[src/rtl/data_bus_if_pkg.sv]
// Shared encodings and defaults for the MEM-stage data bus interface.
// Imported by data_bus_if and its testbench.
package data_bus_if_pkg;

   localparam int STALL_W         = 6;
   localparam int DEFAULT_TIMEOUT = 255;
   localparam int CNT_W           = 8;

   localparam logic CHIP_ENABLE   = 1'b1;
   localparam logic CHIP_DISABLE  = 1'b0;
   localparam logic WRITE_ENABLE  = 1'b1;
   localparam logic WRITE_DISABLE = 1'b0;

   localparam logic [1:0] S_IDLE       = 2'd0;
   localparam logic [1:0] S_BUSY       = 2'd1;
   localparam logic [1:0] S_WAIT_STALL = 2'd2;

endpackage

[src/rtl/data_bus_if.sv]
// Runs MEM-stage loads/stores as single-beat Wishbone-style cycles with wait states,
// stalling the pipeline until ack/timeout and holding read data while stalled elsewhere.
module data_bus_if
   import data_bus_if_pkg::*;
#(
   parameter int TIMEOUT   = DEFAULT_TIMEOUT,
   parameter int STALL_IDX = 4
) (
   input  logic                clk,
   input  logic                rst,
   input  logic [STALL_W-1:0]  stall_i,
   input  logic                flush_i,
   input  logic                cpu_ce_i,
   input  logic                cpu_we_i,
   input  logic [31:0]         cpu_addr_i,
   input  logic [3:0]          cpu_sel_i,
   input  logic [31:0]         cpu_data_i,
   output logic [31:0]         cpu_data_o,
   output logic                stallreq_o,
   output logic                bus_err_o,
   output logic [31:0]         bus_addr_o,
   output logic [31:0]         bus_data_o,
   input  logic [31:0]         bus_data_i,
   output logic                bus_we_o,
   output logic [3:0]          bus_sel_o,
   output logic                bus_stb_o,
   output logic                bus_cyc_o,
   input  logic                bus_ack_i
);

   localparam logic [CNT_W-1:0] CNT_LAST = CNT_W'(TIMEOUT - 1);

   logic [1:0]       r_state;
   logic [CNT_W-1:0] r_cnt;
   logic [31:0]      r_rd_buf;
   logic             r_err;
   logic [31:0]      r_bus_addr;
   logic [31:0]      r_bus_data;
   logic             r_bus_we;
   logic [3:0]       r_bus_sel;
   logic             r_bus_stb;
   logic             r_bus_cyc;

   logic w_hold;
   logic w_busy;
   logic w_start;
   logic w_ack;
   logic w_tmo;
   logic w_is_rd;
   logic w_unused;

   // Only one bit of the stall vector matters here.
   assign w_unused = ^stall_i;
   assign w_hold   = stall_i[STALL_IDX];
   assign w_busy   = (r_state == S_BUSY);
   assign w_start  = (r_state == S_IDLE) && (cpu_ce_i == CHIP_ENABLE) && !flush_i;
   assign w_ack    = w_busy && !flush_i && bus_ack_i;
   assign w_tmo    = w_busy && !flush_i && !bus_ack_i && (r_cnt == CNT_LAST);
   assign w_is_rd  = (r_bus_we == WRITE_DISABLE);

   assign bus_addr_o = r_bus_addr;
   assign bus_data_o = r_bus_data;
   assign bus_we_o   = r_bus_we;
   assign bus_sel_o  = r_bus_sel;
   assign bus_stb_o  = r_bus_stb;
   assign bus_cyc_o  = r_bus_cyc;
   assign bus_err_o  = r_err;

   always_comb begin
      stallreq_o = 1'b0;
      cpu_data_o = 32'd0;
      if (rst) begin
         case (r_state)
            S_IDLE: stallreq_o = w_start;
            S_BUSY: begin
               stallreq_o = !flush_i && !w_ack && !w_tmo;
               if (w_ack && w_is_rd) cpu_data_o = bus_data_i;
            end
            S_WAIT_STALL: cpu_data_o = r_rd_buf;
            default: ;
         endcase
      end
   end

   always_ff @(posedge clk) begin
      if (!rst) begin
         r_state    <= S_IDLE;
         r_cnt      <= '0;
         r_rd_buf   <= 32'd0;
         r_err      <= 1'b0;
         r_bus_addr <= 32'd0;
         r_bus_data <= 32'd0;
         r_bus_we   <= WRITE_DISABLE;
         r_bus_sel  <= 4'd0;
         r_bus_stb  <= 1'b0;
         r_bus_cyc  <= 1'b0;
      end else begin
         r_err <= 1'b0;
         case (r_state)
            S_IDLE: begin
               if (w_start) begin
                  r_bus_addr <= cpu_addr_i;
                  r_bus_data <= cpu_data_i;
                  r_bus_we   <= cpu_we_i;
                  r_bus_sel  <= cpu_sel_i;
                  r_bus_stb  <= 1'b1;
                  r_bus_cyc  <= 1'b1;
                  r_cnt      <= '0;
                  r_state    <= S_BUSY;
               end
            end
            S_BUSY: begin
               if (flush_i || w_ack || w_tmo) begin
                  r_bus_addr <= 32'd0;
                  r_bus_data <= 32'd0;
                  r_bus_we   <= WRITE_DISABLE;
                  r_bus_sel  <= 4'd0;
                  r_bus_stb  <= 1'b0;
                  r_bus_cyc  <= 1'b0;
               end
               // Flush leaves rd_buf untouched; ack and timeout both complete the access.
               if (flush_i) begin
                  r_state <= S_IDLE;
               end else if (w_ack || w_tmo) begin
                  r_rd_buf <= (w_ack && w_is_rd) ? bus_data_i : 32'd0;
                  r_err    <= w_tmo;
                  r_state  <= w_hold ? S_WAIT_STALL : S_IDLE;
               end else begin
                  r_cnt <= r_cnt + 1'b1;
               end
            end
            S_WAIT_STALL: begin
               if (!w_hold || flush_i) r_state <= S_IDLE;
            end
            default: r_state <= S_IDLE;
         endcase
      end
   end

endmodule

[config.mk]
export PLATFORM = sky130hd
export DESIGN_NAME = data_bus_if
export DESIGN_NICKNAME = d
export VERILOG_FILES = /design/src/rtl/data_bus_if_pkg.sv /design/src/rtl/data_bus_if.sv
export SDC_FILE = /design/constraint.sdc
export NUM_CORES = 1
export LEC_CHECK = 0
export ABC_AREA = 1
export BUFFER_PORTS_ARGS = -buffer_cell sky130_fd_sc_hd__buf_4
export CAP_MARGIN = 20
export CORE_MARGIN = 10
export CORE_UTILIZATION = 40
export DETAILED_ROUTE_END_ITERATION = 8
export PLACE_DENSITY = 0.82
export SLEW_MARGIN = 20
export SYNTH_ARGS = -nofsm -noshare
export SYNTH_HDL_FRONTEND = slang
export SYNTH_SLANG_ARGS = --single-unit
[constraint.sdc]
create_clock -name clk -period 1.7 [get_ports clk]
set_input_delay 0.17 -clock clk [delete_from_list [all_inputs] [get_ports clk]]
set_output_delay 0.17 -clock clk [all_outputs]
set_load 0.02 [all_outputs]
**After elaboration in Yosys (flattened, before gate mapping)**

Index checks and enable logic that the tools add are counted.

- Register bits: 113
- Input bits: 112
- Output and inout port bits: 105
- Logic and storage cells: 77

- $add $sub $neg: 1
- Equality and inequality tests: 9
- Multiplexer cells: 28
- Bitwise logic cells: 5
- Reductions and logical operators: 25

Operator list:

| kind | count |
|---|---|
| $pmux 32 s2 | 3 |
| $mux 32 | 5 |
| $mux 8 | 3 |
| $pmux 8 s2 | 1 |
| $mux 2 | 5 |
| $logic_and 1x1->1 | 9 |
| $reduce_and 3->1 | 3 |
| $add 8x1->8 const B | 1 |
| $eq 8x8->1 const B | 1 |
| $mux 4 | 2 |
| $ne 2x2->1 const B | 4 |
| $pmux 4 s2 | 1 |
| $pmux 1 s2 | 3 |
| $pmux 2 s3 | 1 |
| $logic_not 1->1 | 5 |
| $not 1->1 | 5 |
| $logic_or 1x1->1 | 4 |
| $mux 1 | 4 |
| $reduce_and 4->1 | 1 |
| $reduce_or 4->1 | 1 |
| $ne 3x2->1 const B | 1 |
| $eq 2x1->1 const B | 1 |
| $eq 2x2->1 const B | 1 |
| $logic_not 2->1 | 1 |
| 2 further kinds | 2 |

**Longest topological paths before layout**

Gate-level depths: netlist (run 1).

- Word-level depth: 8
- Mapped depth: 12
- Depth with buffers taken out: 11

**Least setup slack after synthesis (run 1)**

No wires, ideal clock.

- Kind: register to output
- From: register r_state[1]
- To: output port cpu_data_o[10]
- Data arrival time: 1.715 ns
- Required time: 1.530 ns
- Slack: -0.185 ns
- Stages on the path, launching flop included: 11
- Buffers on the path: 2
- Cells stage by stage: dfxtp_1 inv_1 ha_1 buf_2 nand2_1 nor2_1 inv_1 nor2_2 buf_4 nand2_1 a21oi_1

- Word-level cells in the longest chain between the ends: 7
- Elaborated cells between the ends (all ways): 8
- Those cells by class: eq/ne: 2; mux: 3; reduce/logical: 3

Ends and longest elaborated chain:

| what | line | RTL |
|---|---|---|
| from (decl) | data_bus_if.sv:33 | `logic [1:0] r_state;` |
| from (signal assigned) | data_bus_if.sv:127 | `r_state <= w_hold ? S_WAIT_STALL : S_IDLE;` |
| $eq 2x1->1 | data_bus_if.sv:55, data_bus_if.sv:73 |  |
| $logic_and 1x1->1 (2 in series) | data_bus_if.sv:57 | `assign w_ack = w_busy && !flush_i && bus_ack_i;` |
| $logic_and 1x1->1 | data_bus_if.sv:77 | `if (w_ack && w_is_rd) cpu_data_o = bus_data_i;` |
| $mux 32 | data_bus_if.sv:77 |  |
| $pmux 32 s2 (*) | data_bus_if.sv:73 | `case (r_state)` |
| $mux 32 (*) | data_bus_if.sv:72 | `if (rst) begin` |
| to (decl) | data_bus_if.sv:18 | `output logic [31:0] cpu_data_o,` |

Every way passes the cells marked *; elsewhere a longest branch is shown, timed or not.

**Final worst setup path (run 1)**

- From: register r_state[1]
- To: output port cpu_data_o[7]

The elaborated chain is that of the path after synthesis.

==> results.md, run 1 <==
* Share of cells above drive strength 1 at 49.20%
* Mux share of post-synthesis cell area at 0%
* Core Region at roughly 13000 sq um
* Sequential cell fraction of total power at 27.4%
* Number of enable flip-flop cells after synthesis at 0
* Site Rows at 41
* Final instance count without filler cells at 1229
* Crit path max fanout at 6
* Worst Tran Pin Value at 0.5188 ns
* Tightest Hold Check Type: primary input to register
* Compound-cell area share of the yosys netlist at 14.69%
* Synthesized net count at 863
* Max stage delay cell, worst path: dfxtp_2
* Drt pass-1 iters at 5
* Failing checks: setup timing
* Internal power of the cells at 7.939 mW
* Number of failing setup endpoints in the final timing report at 145
* Main flop type after synthesis: dfxtp_1
* Number of ports placed on the die boundary at ~220
* GR met3 Demand/Resource at 8.251%
* Cell at the root of the clock tree: clkbuf_16
* Total die area at roughly 18000 sq um
* Maximum number of pins on one net before global-route repair at 46
* Maximum buffer depth of the clock tree at 2
* CP Data Required Time at 1.53 ns
* Syn_area_per_cell at between 6 and 7 sq um
* Clock skew after layout at about 0.0075 ns
* Total clock buffers created by CTS at 17
* Number of H-tree levels at 4
* Number of clock sinks at 113
* Most numerous cell in the Yosys netlist: nand2_1
* Final worst path period need at 2.144 ns
* Register bit count reported by yosys at 113
* Die Y at 132.6 um
* Buffers on Ports at 211
* Total power divided by cell area at 1303 nW/um^2
* Number of global-route vias before repair at 6344
* DRC Markers at 0
* Sequential share of the synthesized area at ~45%
* Fin. max-slew vios at 0
* Yosys warning total at 0
* Antenna Nets Post-Route at 0
* Maximum ir drop on the vdd rail at 825.1 uV
* FILL cells at roughly 800
* Post-detailed-routing wire length at 21.92 mm
* Share of total power consumed by net switching at a little under two fifths
* CTS clk-pin slew, worst paths at 0.05 ns
* Inserted Diodes at 0
* Crit Path Category: register to primary output
* Horizontal extent of the die at 132.6 um
* Total half-perimeter wirelength after legalization and detailed placement at 12.04 mm
* Worst hold-check slack at roughly 0.032 ns
* Leading post-synthesis cells by cell area: dfxtp_1 45%, a21oi_1 11%, nand2_1 11%
* Sum of overflow across all layers after global routing at 0
* Combinational family with the most area after synthesis: simple AND/OR/NAND/NOR gates
* Clk_lat worst skew at roughly 0.41 ns
* Unrepaired setup endpoints after global routing: true
* Gate count after technology mapping at around 750
* Leakage component of the power at 4.261 nW
* Count of unique library cells instantiated by Yosys at 23
* Kind of end point of the critical path: primary output
* CP Launch Type: register
* Post-Syn Area at 5067 sq um
* Overall via count from detail_route at 6342
* Relative contribution of combinational cells to total power at roughly 46%
* Net switching power at between 4 and 5 mW
* Share of the synthesized area in the top cell type at between 40 and 50%
* Placer congestion estimate at 0.8445
* Post-DR vias/cell at 5.160
* Number of nets in the layout at 1163
* XOR/XNOR Fraction of Synth Area at 0%
* Initial antenna violation count at 0
* Proportion of synthesized flip-flops having asynchronous set or reset at 0%
* Busiest layer in global routing: met2
* Tot GR Track Use at 22.20%
* Ordered cell list for the critical path: inv_2 -> ha_4 -> nand2_4 -> nor2_4 -> inv_2 -> nor2_4 -> buf_12 -> buf_12 -> nand2_4 -> a21oi_4 -> buf_6
* Post-route setup slack at -0.4436 ns
* Post-Synth Adder-Cell Area at 1.235%
* Global-route track usage on met2 at 39.04%
* Signal arrival time at the worst endpoint at 1.97 ns
* Starting density of the core at 40.48%
* TritonCTS clock tree: done
* Clock group share of total power at between 20% and 30%
* Final critical-path share of the clock period at 126.1%
* Slowest Stage Delay on Critical Path at 0.32 ns
* F_max at 466.5 MHz
* Area growth, synth to finish at 92.72%
* Final routed wire length divided by cell count at 17.84 um
* First DRT Iteration DRCs at approximately 430
* Cell total after placement at between 1000 and 1500
* Worst max-slew margin expressed relative to the limit at 65.41%
* Number of max-cap violations at 0
* Global-route wire length before repair at 32.22 mm
* Run status: complete, but fails checks
* Top cell types by occurrence after synthesis: 143 x nand2_1, 135 x nor2_1, 113 x dfxtp_1
* Area share of and/or/nand/nor cells after synthesis at between 20% and 30%
* Number of endpoints with negative hold slack in the final report at 0
* Post-synth top area cell: dfxtp_1
* GR Layer Usage met1 at 23.63%
[per-layer routing]
metal / vias to the layer above / wire length, um
li1: 2989 / -
met1: 2996 / 8155
met2: 295 / 11160
met3: 62 / 1831
met4: 0 / 780
met5: - / 0
[flip-flops by register name (all words and copies together), names as in the netlist]
signal / cells
bus_data_o: 32
bus_sel_o: 4
bus_err_o: 1
r_state: 2
r_cnt: 8
bus_we_o: 1
bus_cyc_o: 1
bus_addr_o: 32
r_rd_buf: 32
[worst max-delay path: cells and delay by family, from the launching register on]
| family | cells | cell delay (ns) |
|---|---|---|
| buffers and inverters | 5 | 0.57 |
| AND/OR/NAND/NOR | 4 | 0.38 |
| flip-flops | 1 | 0.32 |
| adder cells (fa/ha/maj) | 1 | 0.15 |
| AO/OA/AOI/OAI | 1 | 0.13 |
[path summary, 6_finish.rpt]
check                 startpoint             end  slack, ns  depth (start not counted)
setup reg to reg      r_state[1]        r_cnt[7]      -0.36                         16
setup / recovery      r_state[1]   cpu_data_o[7]      -0.44                         11
hold / removal    cpu_addr_i[18]  bus_addr_o[18]       0.03                          3
hold reg to reg   bus_addr_o[24]  bus_addr_o[24]       0.46                          2
[final cells by class]
class,instances,area [sq um],share of cell area [%]
clock inverter,6,82.58,0.8456
tap,172,215.2,2.204
sequential,113,2267,23.22
multi-input combinational,515,3351,34.31
timing repair buffer,325,3035,31.08
timing repair inverter,6,72.57,0.7431
clock buffer,24,471.7,4.830
inverter,68,270.3,2.767
[power by group through the flow]
stage / Clock (mW) / Combinational [mW] / Sequential [mW]
2_1_floorplan: 0 / 1.88 / 4.01
4_1_cts: 3.44 / 5.26 / 3.46
6_report: 3.41 / 5.82 / 3.49
3_5_place_dp: 0 / 4.00 / 3.50
5_1_grt: 3.60 / 6.20 / 3.55
3_3_place_gp: 0 / 3.94 / 3.48
[through the flow]
step | total power, mW | worst slack (ns) | cell area (sq um) | utilization (%) | setup TNS, ns
4_1_cts | 12.16 | -0.4243 | 9211 | 73.59 | -17.59
5_1_grt | 13.35 | -0.5244 | 9766 | 78.02 | -41.19
3_5_place_dp | 7.500 | -0.1300 | 7566 | 60.45 | -4.714
3_3_place_gp | 7.420 | -0.05079 | 7566 | 60.45 | -1.673
2_1_floorplan | 5.883 | 0.004732 | 5426 | - | 0
6_report | 12.72 | -0.4436 | 9766 | 78.02 | -31.53
[what timing repair did]
| item | CTS | global route |
|---|---|---|
| pin swaps | 18 | 42 |
| setup endpoints to repair | 107 | 122 |
| hold buffers | 10 | 0 |
| gates cloned | 17 | 4 |
| resized for setup | 171 | 124 |
| hold endpoints to repair | 10 | 0 |
| setup buffers | 19 | 8 |
[kinds of logic after synthesis]
| family | after synthesis |
|---|---|
| AO/OA/AOI/OAI | 148 |
| AND/OR/NAND/NOR | 359 |
| flip-flops | 113 |
| buffers and inverters | 121 |
| adder cells (fa/ha/maj) | 5 |
[placed cells by master, fill, tap and decap left out, drive strengths merged]
| cell | instances |
|---|---|
| buf | 310 |
| nand2 | 147 |
| nor2 | 138 |
| dfxtp | 113 |
| a21oi | 110 |
| inv | 72 |
| nand3 | 72 |
| o21ai | 38 |
| clkbuf | 27 |
| dlygate4sd3 | 10 |
| clkinv | 5 |
| ha | 5 |
| nor3 | 3 |
| nand4 | 2 |
| bufinv | 2 |
| bufbuf | 2 |
| clkinvlp | 1 |
No activity file was read; power rests on OpenSTA's default activity.
==> run 2: changes to the inputs <==
- CORE_MARGIN: 10 -> 2
==> run 2 against run 1 <==
Effect of this change: the flow still finishes with violations (setup timing); power decreased by 1.2%; final cell count fell by 0.41%; clock skew is 0.0018 ns lower; sequential power hardly changed; first-iteration DRC count up 30%; critical endpoint is now cpu_data_o[18]; largest cell class unchanged.
==> results.md, run 2 (synthesis gave the netlist of run 1 again) <==
* Run status: complete, but fails checks
* Failing checks: setup timing
* Net switching power at 4.567 mW (-4.5%)
* CP Launch Type: register
* Post-detailed-routing wire length at 18.18 mm (-17%)
* Number of nets in the layout at 1157 (-0.52%)
* Number of global-route vias before repair at 5667 (-11%)
* Relative contribution of combinational cells to total power at 45.4% (-0.3 points)
* WP buf/inv at 5 (unchanged)
* Number of endpoints with negative hold slack in the final report at 0 (unchanged)
* Starting density of the core at 40.48% (unchanged)
* Slowest Stage Delay on Critical Path at 0.32 ns (about the same)
* Sequential cell fraction of total power at 27.7% (+0.3 points)
* Max stage delay cell, worst path: dfxtp_2
* Placer congestion estimate at 0.8345 (-1.2%)
* Unrepaired setup endpoints after global routing: true
* F_max at 479.4 MHz (+2.8%)
* Maximum number of pins on one net before global-route repair at 43 (-6.5%)
* Die Y at 116.6 um (-12%)
* Global-route wire length before repair at 26.52 mm (-18%)
* Final critical-path share of the clock period at 122.7% (-3.4 points)
* Post-DR vias/cell at 4.927 (-4.5%)
* Inserted Diodes at 0 (unchanged)
* Antenna Nets Post-Route at 0 (unchanged)
* Tot GR Track Use at 24.79% (+2.6 points)
* Total clock buffers created by CTS at 17 (unchanged)
* First DRT Iteration DRCs at 558 (+30%)
* CTS clk-pin slew, worst paths at 0.05 ns (about the same)
* Tightest Hold Check Type: primary input to register
* Clk_lat worst skew at 0.41 ns (about the same)
* Share of cells above drive strength 1 at 44.96% (-4.2 points)
* Top library cells by usage in the layout, fill and taps aside: 249 x buf_4, 131 x nor2_1, 111 x dfxtp_1
* Site Rows at 41 (unchanged)
* Leakage component of the power at 4.119 nW (-3.3%)
* Number of clock sinks at 113 (unchanged)
* Cell family with most CP delay: buffers and inverters
* Post-route setup slack at -0.3859 ns (+0.05770 ns)
* Internal power of the cells at 7.997 mW (+0.73%)
* Worst Tran Pin Value at 0.4670 ns (-0.05179 ns)
* Final routed wire length divided by cell count at 14.85 um (-17%)
* Cell at the root of the clock tree: clkbuf_16
* Crit Path Category: register to primary output
* Depth of the worst hold-timing path at 3 (unchanged)
* Maximum buffer depth of the clock tree at 2 (unchanged)
* Initial antenna violation count at 0 (unchanged)
* Overall via count from detail_route at 6031 (-4.9%)
* Critical path depth in cells at 11 (unchanged)
* Horizontal extent of the die at 116.6 um (-12%)
* DRC Markers at 0 (unchanged)
* Worst-case reg-to-reg path depth at 12 (-4)
* Number of failing setup endpoints in the final timing report at 111 (-23%)
* Overall power at 12.56 mW (-1.2%)
* Kind of end point of the critical path: primary output
* Final worst path period need at 2.086 ns (-0.05770 ns)
* Area growth, synth to finish at 84.86%
* Ordered cell list for the critical path: inv_2 -> ha_4 -> nand2_4 -> nor2_4 -> inv_2 -> nor2_4 -> buf_6 -> buf_12 -> nand2_2 -> a21oi_4 -> buf_6
* Final instance count without filler cells at 1224 (-0.41%)
* Total die area at 13590 sq um (-23%)
* Sum of overflow across all layers after global routing at 0 (unchanged)
* Worst max-slew margin expressed relative to the limit at 68.86% (+3.5 points)
* Post-Route Utilization at 74.84% (-3.2 points)
* Clock group share of total power at 26.9% (about the same)
* Signal arrival time at the worst endpoint at 1.92 ns (-0.05 ns)
* Share of total power consumed by net switching at 36.35% (-1.3 points)
* Total power divided by cell area at 1341 nW/um^2 (+3.0%)
* Core Region at 12520 sq um (unchanged)
* Clock skew after layout at 0.005688 ns (-0.001781 ns)
* Worst hold-check slack at 0.02666 ns (-0.005441 ns)
* Drt pass-1 iters at 7 (+2)
* Most common cell after layout, fill and taps aside: buf_4
* Number of max-cap violations at 0 (unchanged)
* Cell total after placement at 1137 (-0.61%)
* Total half-perimeter wirelength after legalization and detailed placement at 9.835 mm (-18%)
* Number of H-tree levels at 4 (unchanged)
* CP Data Required Time at 1.53 ns (about the same)
* Total Negative Setup Slacks at -26.71 ns (+4.822 ns)
* TritonCTS clock tree: done
* Maximum ir drop on the vdd rail at 1020 uV (+24%)
* Fin. max-slew vios at 0 (unchanged)
* Number of ports placed on the die boundary at 217 (unchanged)
* Buffers on Ports at 211 (unchanged)
* Crit path max fanout at 8 (+2)
==> run 2: what timing repair did <==
action | CTS | global route
gates resized for setup | 125 | 65
pin swaps | 14 | 22
setup buffers | 20 | 12
hold endpoints to repair | 8 | 0
hold buffers | 8 | 0
setup endpoints to repair | 68 | 123
cloned | 12 | 9
==> run 2: area by class of cell <==
cell class | instances | area, sq um
repair inverters | 6 | 82.58
clock buffers | 26 | 519.2
inverters | 68 | 270.3
well taps | 172 | 215.2
multi-input cells | 513 | 3008
repair buffers | 321 | 2958
clock inverters | 5 | 50.05
flip-flops and latches | 113 | 2265
fillers | 912 | 3149
==> run 2: per-layer routing <==
| metal | GRT usage (%) | vias to the layer above | routed length (um) |
|---|---|---|---|
| li1 | - | 2969 | - |
| met1 | 29.73 | 2814 | 7396 |
| met2 | 42.48 | 221 | 9213 |
| met3 | 6.435 | 27 | 1246 |
| met4 | 9.882 | 0 | 320 |
| met5 | 0 | - | 0 |
==> run 2: power by group through the flow <==
stage,clock network [mW],registers (mW),logic [mW]
CTS,3.44,3.46,4.80
detailed placement,0,3.50,3.83
finish,3.38,3.48,5.70
global placement,0,3.48,3.79
global route,3.57,3.53,6.10
floorplan,0,4.01,1.88
==> run 2: path summary, 6_finish.rpt <==
path | start | endpoint | slack (ns)
worst min register to register | bus_addr_o[28] | bus_addr_o[28] | 0.46
worst min-delay path | cpu_data_i[5] | bus_data_o[5] | 0.03
worst max register to register | r_state[1] | bus_addr_o[31] | -0.29
worst max-delay path | r_state[1] | cpu_data_o[18] | -0.39
==> run 2: worst reg2reg max path, delay by kind of cell, from the launching register on <==
family / cells / cell delay, ns
DFF: 1 / 0.33
and+or+nand+nor: 3 / 0.39
buffers and inverters: 7 / 0.89
AOI/OAI and AO/OA: 1 / 0.11
adders and majority gates: 1 / 0.16
==> run 2: through the flow <==
step                      cell area (sq um)  setup slack, ns
after detailed placement               7513         -0.08065
after floorplan                        5426         0.004732
after CTS                              8949          -0.4397
after global placement                 7513         -0.06007
final                                  9368          -0.3859
after global routing                   9368          -0.4709
==> run 3: changes to the inputs <==
- CTS_BUF_LIST: default -> sky130_fd_sc_hd__clkbuf_8
==> run 3 against run 2 <==
Effect of this change: the flow still finishes with violations (setup timing); sequential power up 1%; worst hold slack worse by 0.0065 ns; global-route usage up 0.20 points; sequential cell count unchanged; final area up 3.2%; final cell count up 1.5%; non-clock buffer count up 18; critical path depth unchanged; via count up 2.3%; combinational power up 6.7%; largest power group unchanged; power down 4.4%.
==> results.md, run 3 (synthesis gave the netlist of run 1 again) <==
* Cell at the root of the clock tree: clkbuf_8
* Leakage component of the power at 4.245 nW (+3.1%)
* Flip-flop and latch area at 2265 sq um (unchanged)
* Maximum ir drop on the vdd rail at 835.1 uV (-18%)
* Post-detailed-routing wire length at 19.04 mm (+4.7%)
* Final routed wire length divided by cell count at 15.33 um (+3.2%)
* Core Region at 12520 sq um (unchanged)
* Antenna Nets Post-Route at 0 (unchanged)
* Clk_lat worst skew at 0.44 ns (+0.03 ns)
* Slowest Stage Delay on Critical Path at 0.32 ns (about the same)
* Unrepaired setup endpoints after global routing: true
* Total power divided by cell area at 1242 nW/um^2 (-7.4%)
* Top library cells by usage in the layout, fill and taps aside: 244 x buf_4, 120 x nor2_1, 111 x dfxtp_1
* F_max at 458.6 MHz (-4.3%)
* Number of nets in the layout at 1175 (+1.6%)
* First DRT Iteration DRCs at 403 (-28%)
* CP Launch Type: register
* Final critical-path share of the clock period at 128.3% (+5.6 points)
* Clock skew after layout at 0.007746 ns (+0.002058 ns)
* Hold path start: cpu_addr_i[9]
* DRC Markers at 0 (unchanged)
* Number of endpoints with negative hold slack in the final report at 0 (unchanged)
* Die Y at 116.6 um (unchanged)
* Signal arrival time at the worst endpoint at 2.01 ns (+0.09 ns)
* Horizontal extent of the die at 116.6 um (unchanged)
* Tot GR Track Use at 24.99% (+0.20 points)
* Tightest Hold Check Type: primary input to register
* Number of global-route vias before repair at 5707 (+0.71%)
* Overall via count from detail_route at 6171 (+2.3%)
* TritonCTS clock tree: done
* Run status: complete, but fails checks
* Ordered cell list for the critical path: inv_2 -> ha_4 -> nand2_4 -> nor2_4 -> inv_2 -> nor2_4 -> buf_4 -> buf_12 -> nand2_2 -> a21oi_2 -> buf_6
* Post-Route Utilization at 77.27% (+2.4 points)
* Critical register-to-register path startpoint: r_state[1]
* WP buf/inv at 5 (unchanged)
* Drt pass-1 iters at 5 (-2)
* Area growth, synth to finish at 90.86%
* Global-route wire length before repair at 26.58 mm (+0.23%)
* Total half-perimeter wirelength after legalization and detailed placement at 9.835 mm (unchanged)
* Kind of end point of the critical path: primary output
* Initial antenna violation count at 0 (unchanged)
* CP Data Required Time at 1.53 ns (about the same)
* Number of clock sinks at 113 (unchanged)
* Site Rows at 41 (unchanged)
* Starting density of the core at 40.48% (unchanged)
* Number of max-cap violations at 0 (unchanged)
* Inserted Diodes at 0 (unchanged)
* Total clock buffers created by CTS at 17 (unchanged)
* Number of ports placed on the die boundary at 217 (unchanged)
* Worst max-slew margin expressed relative to the limit at 67.50% (-1.4 points)
* Placer congestion estimate at 0.8345 (unchanged)
* Number of H-tree levels at 4 (unchanged)
* Post-DR vias/cell at 4.969 (+0.84%)
* Worst Tran Pin Value at 0.4875 ns (+0.02049 ns)
* Maximum number of pins on one net before global-route repair at 43 (unchanged)
* Buffers on Ports at 211 (unchanged)
* Crit Path Category: register to primary output
* Cell family with most CP delay: buffers and inverters
* Total die area at 13590 sq um (unchanged)
* Most common cell after layout, fill and taps aside: buf_4
* Max stage delay cell, worst path: dfxtp_2
* Maximum buffer depth of the clock tree at 2 (unchanged)
* FILL cells at 838 (-8.1%)
* Post-route setup slack at -0.4807 ns (-0.09481 ns)
* Share of cells above drive strength 1 at 47.94% (+3.0 points)
* Final worst path period need at 2.181 ns (+0.09481 ns)
* Multi-input logic area at 3287 sq um (+9.3%)
* Fin. max-slew vios at 0 (unchanged)
* Worst slack at placement at -0.08065 ns (unchanged)
* Sum of overflow across all layers after global routing at 0 (unchanged)
* CTS clk-pin slew, worst paths at 0.07 ns (+0.02 ns)
* Crit path max fanout at 8 (unchanged)
* Launching element of the worst setup path: r_state[1]
* Number of failing setup endpoints in the final timing report at 113 (+1.8%)
* Failing checks: setup timing
[run 3: cell count changes in the layout (fill, tap and decap cells not counted), sizes merged]
cell | previous run | this run
inv | 73 | 74
dlygate4sd3 | 8 | 30
buf | 307 | 304
clkinv | 5 | 7
clkbuf | 31 | 27
[run 3: final cells by class]
| class | count | share of cell area (%) |
|---|---|---|
| clock buffer | 23 | 3.273 |
| clock inverter | 8 | 0.6339 |
| inverter | 68 | 2.794 |
| multi-input combinational | 513 | 33.98 |
| sequential | 113 | 23.42 |
| tap | 172 | 2.225 |
| timing repair buffer | 339 | 32.66 |
| timing repair inverter | 6 | 1.009 |
[run 3: routing by layer]
layer	vias up	GRT usage, %	part of all wire, %	wire [um]
li1	3010	-	-	-
met1	2872	28.96	39	7475
met2	249	44.30	52	9820
met3	40	6.175	6.7	1281
met4	0	9.961	2.4	459
met5	-	0	0	0
[run 3: worst reg2reg max path: stages, from the launching register on]
cell and delay [ns]:
dfxtp_2 0.34, inv_2 0.05, buf_4 0.13, buf_6 0.11, ha_4 0.16, buf_4 0.15
inv_4 0.07, nor2_4 0.05, a21oi_4 0.22, nand2_8 0.17, buf_12 0.18, clkbuf_16 0.17
a21oi_2 0.12, nor2_1 0.05
[run 3: final timing paths]
path         slack, ns  cells past startpoint              to
max reg2reg      -0.37                     13   bus_addr_o[6]
min               0.02                      3   bus_addr_o[9]
min reg2reg       0.46                      2  bus_addr_o[28]
max              -0.48                     11   cpu_data_o[0]
[run 3: stage by stage]
step,cell area (sq um),power (mW),std cells,setup TNS (ns),hold WS [ns]
after floorplan,5426,5.883,746,0,0.3147
after global placement,7513,7.277,1137,-0.4116,0.4005
after detailed placement,7513,7.332,1137,-1.177,0.4058
after CTS,8991,10.71,1228,-23.46,0.0007510
after global routing,9672,12.64,1242,-41.36,0.009510
final,9672,12.02,1242,-33.69,0.02018
[run 3: report_power, final]
part | total, mW | switching, mW | leakage (nW) | internal [mW]
Sequential | 3.53 | 0.362 | 0.924 | 3.17
Combinational | 6.08 | 3.32 | 3.11 | 2.76
Clock | 2.41 | 1.05 | 0.211 | 1.35
Total | 12.0 | 4.73 | 4.24 | 7.29
[run 3: repair_timing]
action | CTS | global route
hold endpoints to repair | 30 | 0
gates cloned | 11 | 7
pin swaps | 14 | 32
hold buffers | 30 | 0
setup endpoints to repair | 68 | 114
setup buffers | 19 | 9
resized for setup | 140 | 123
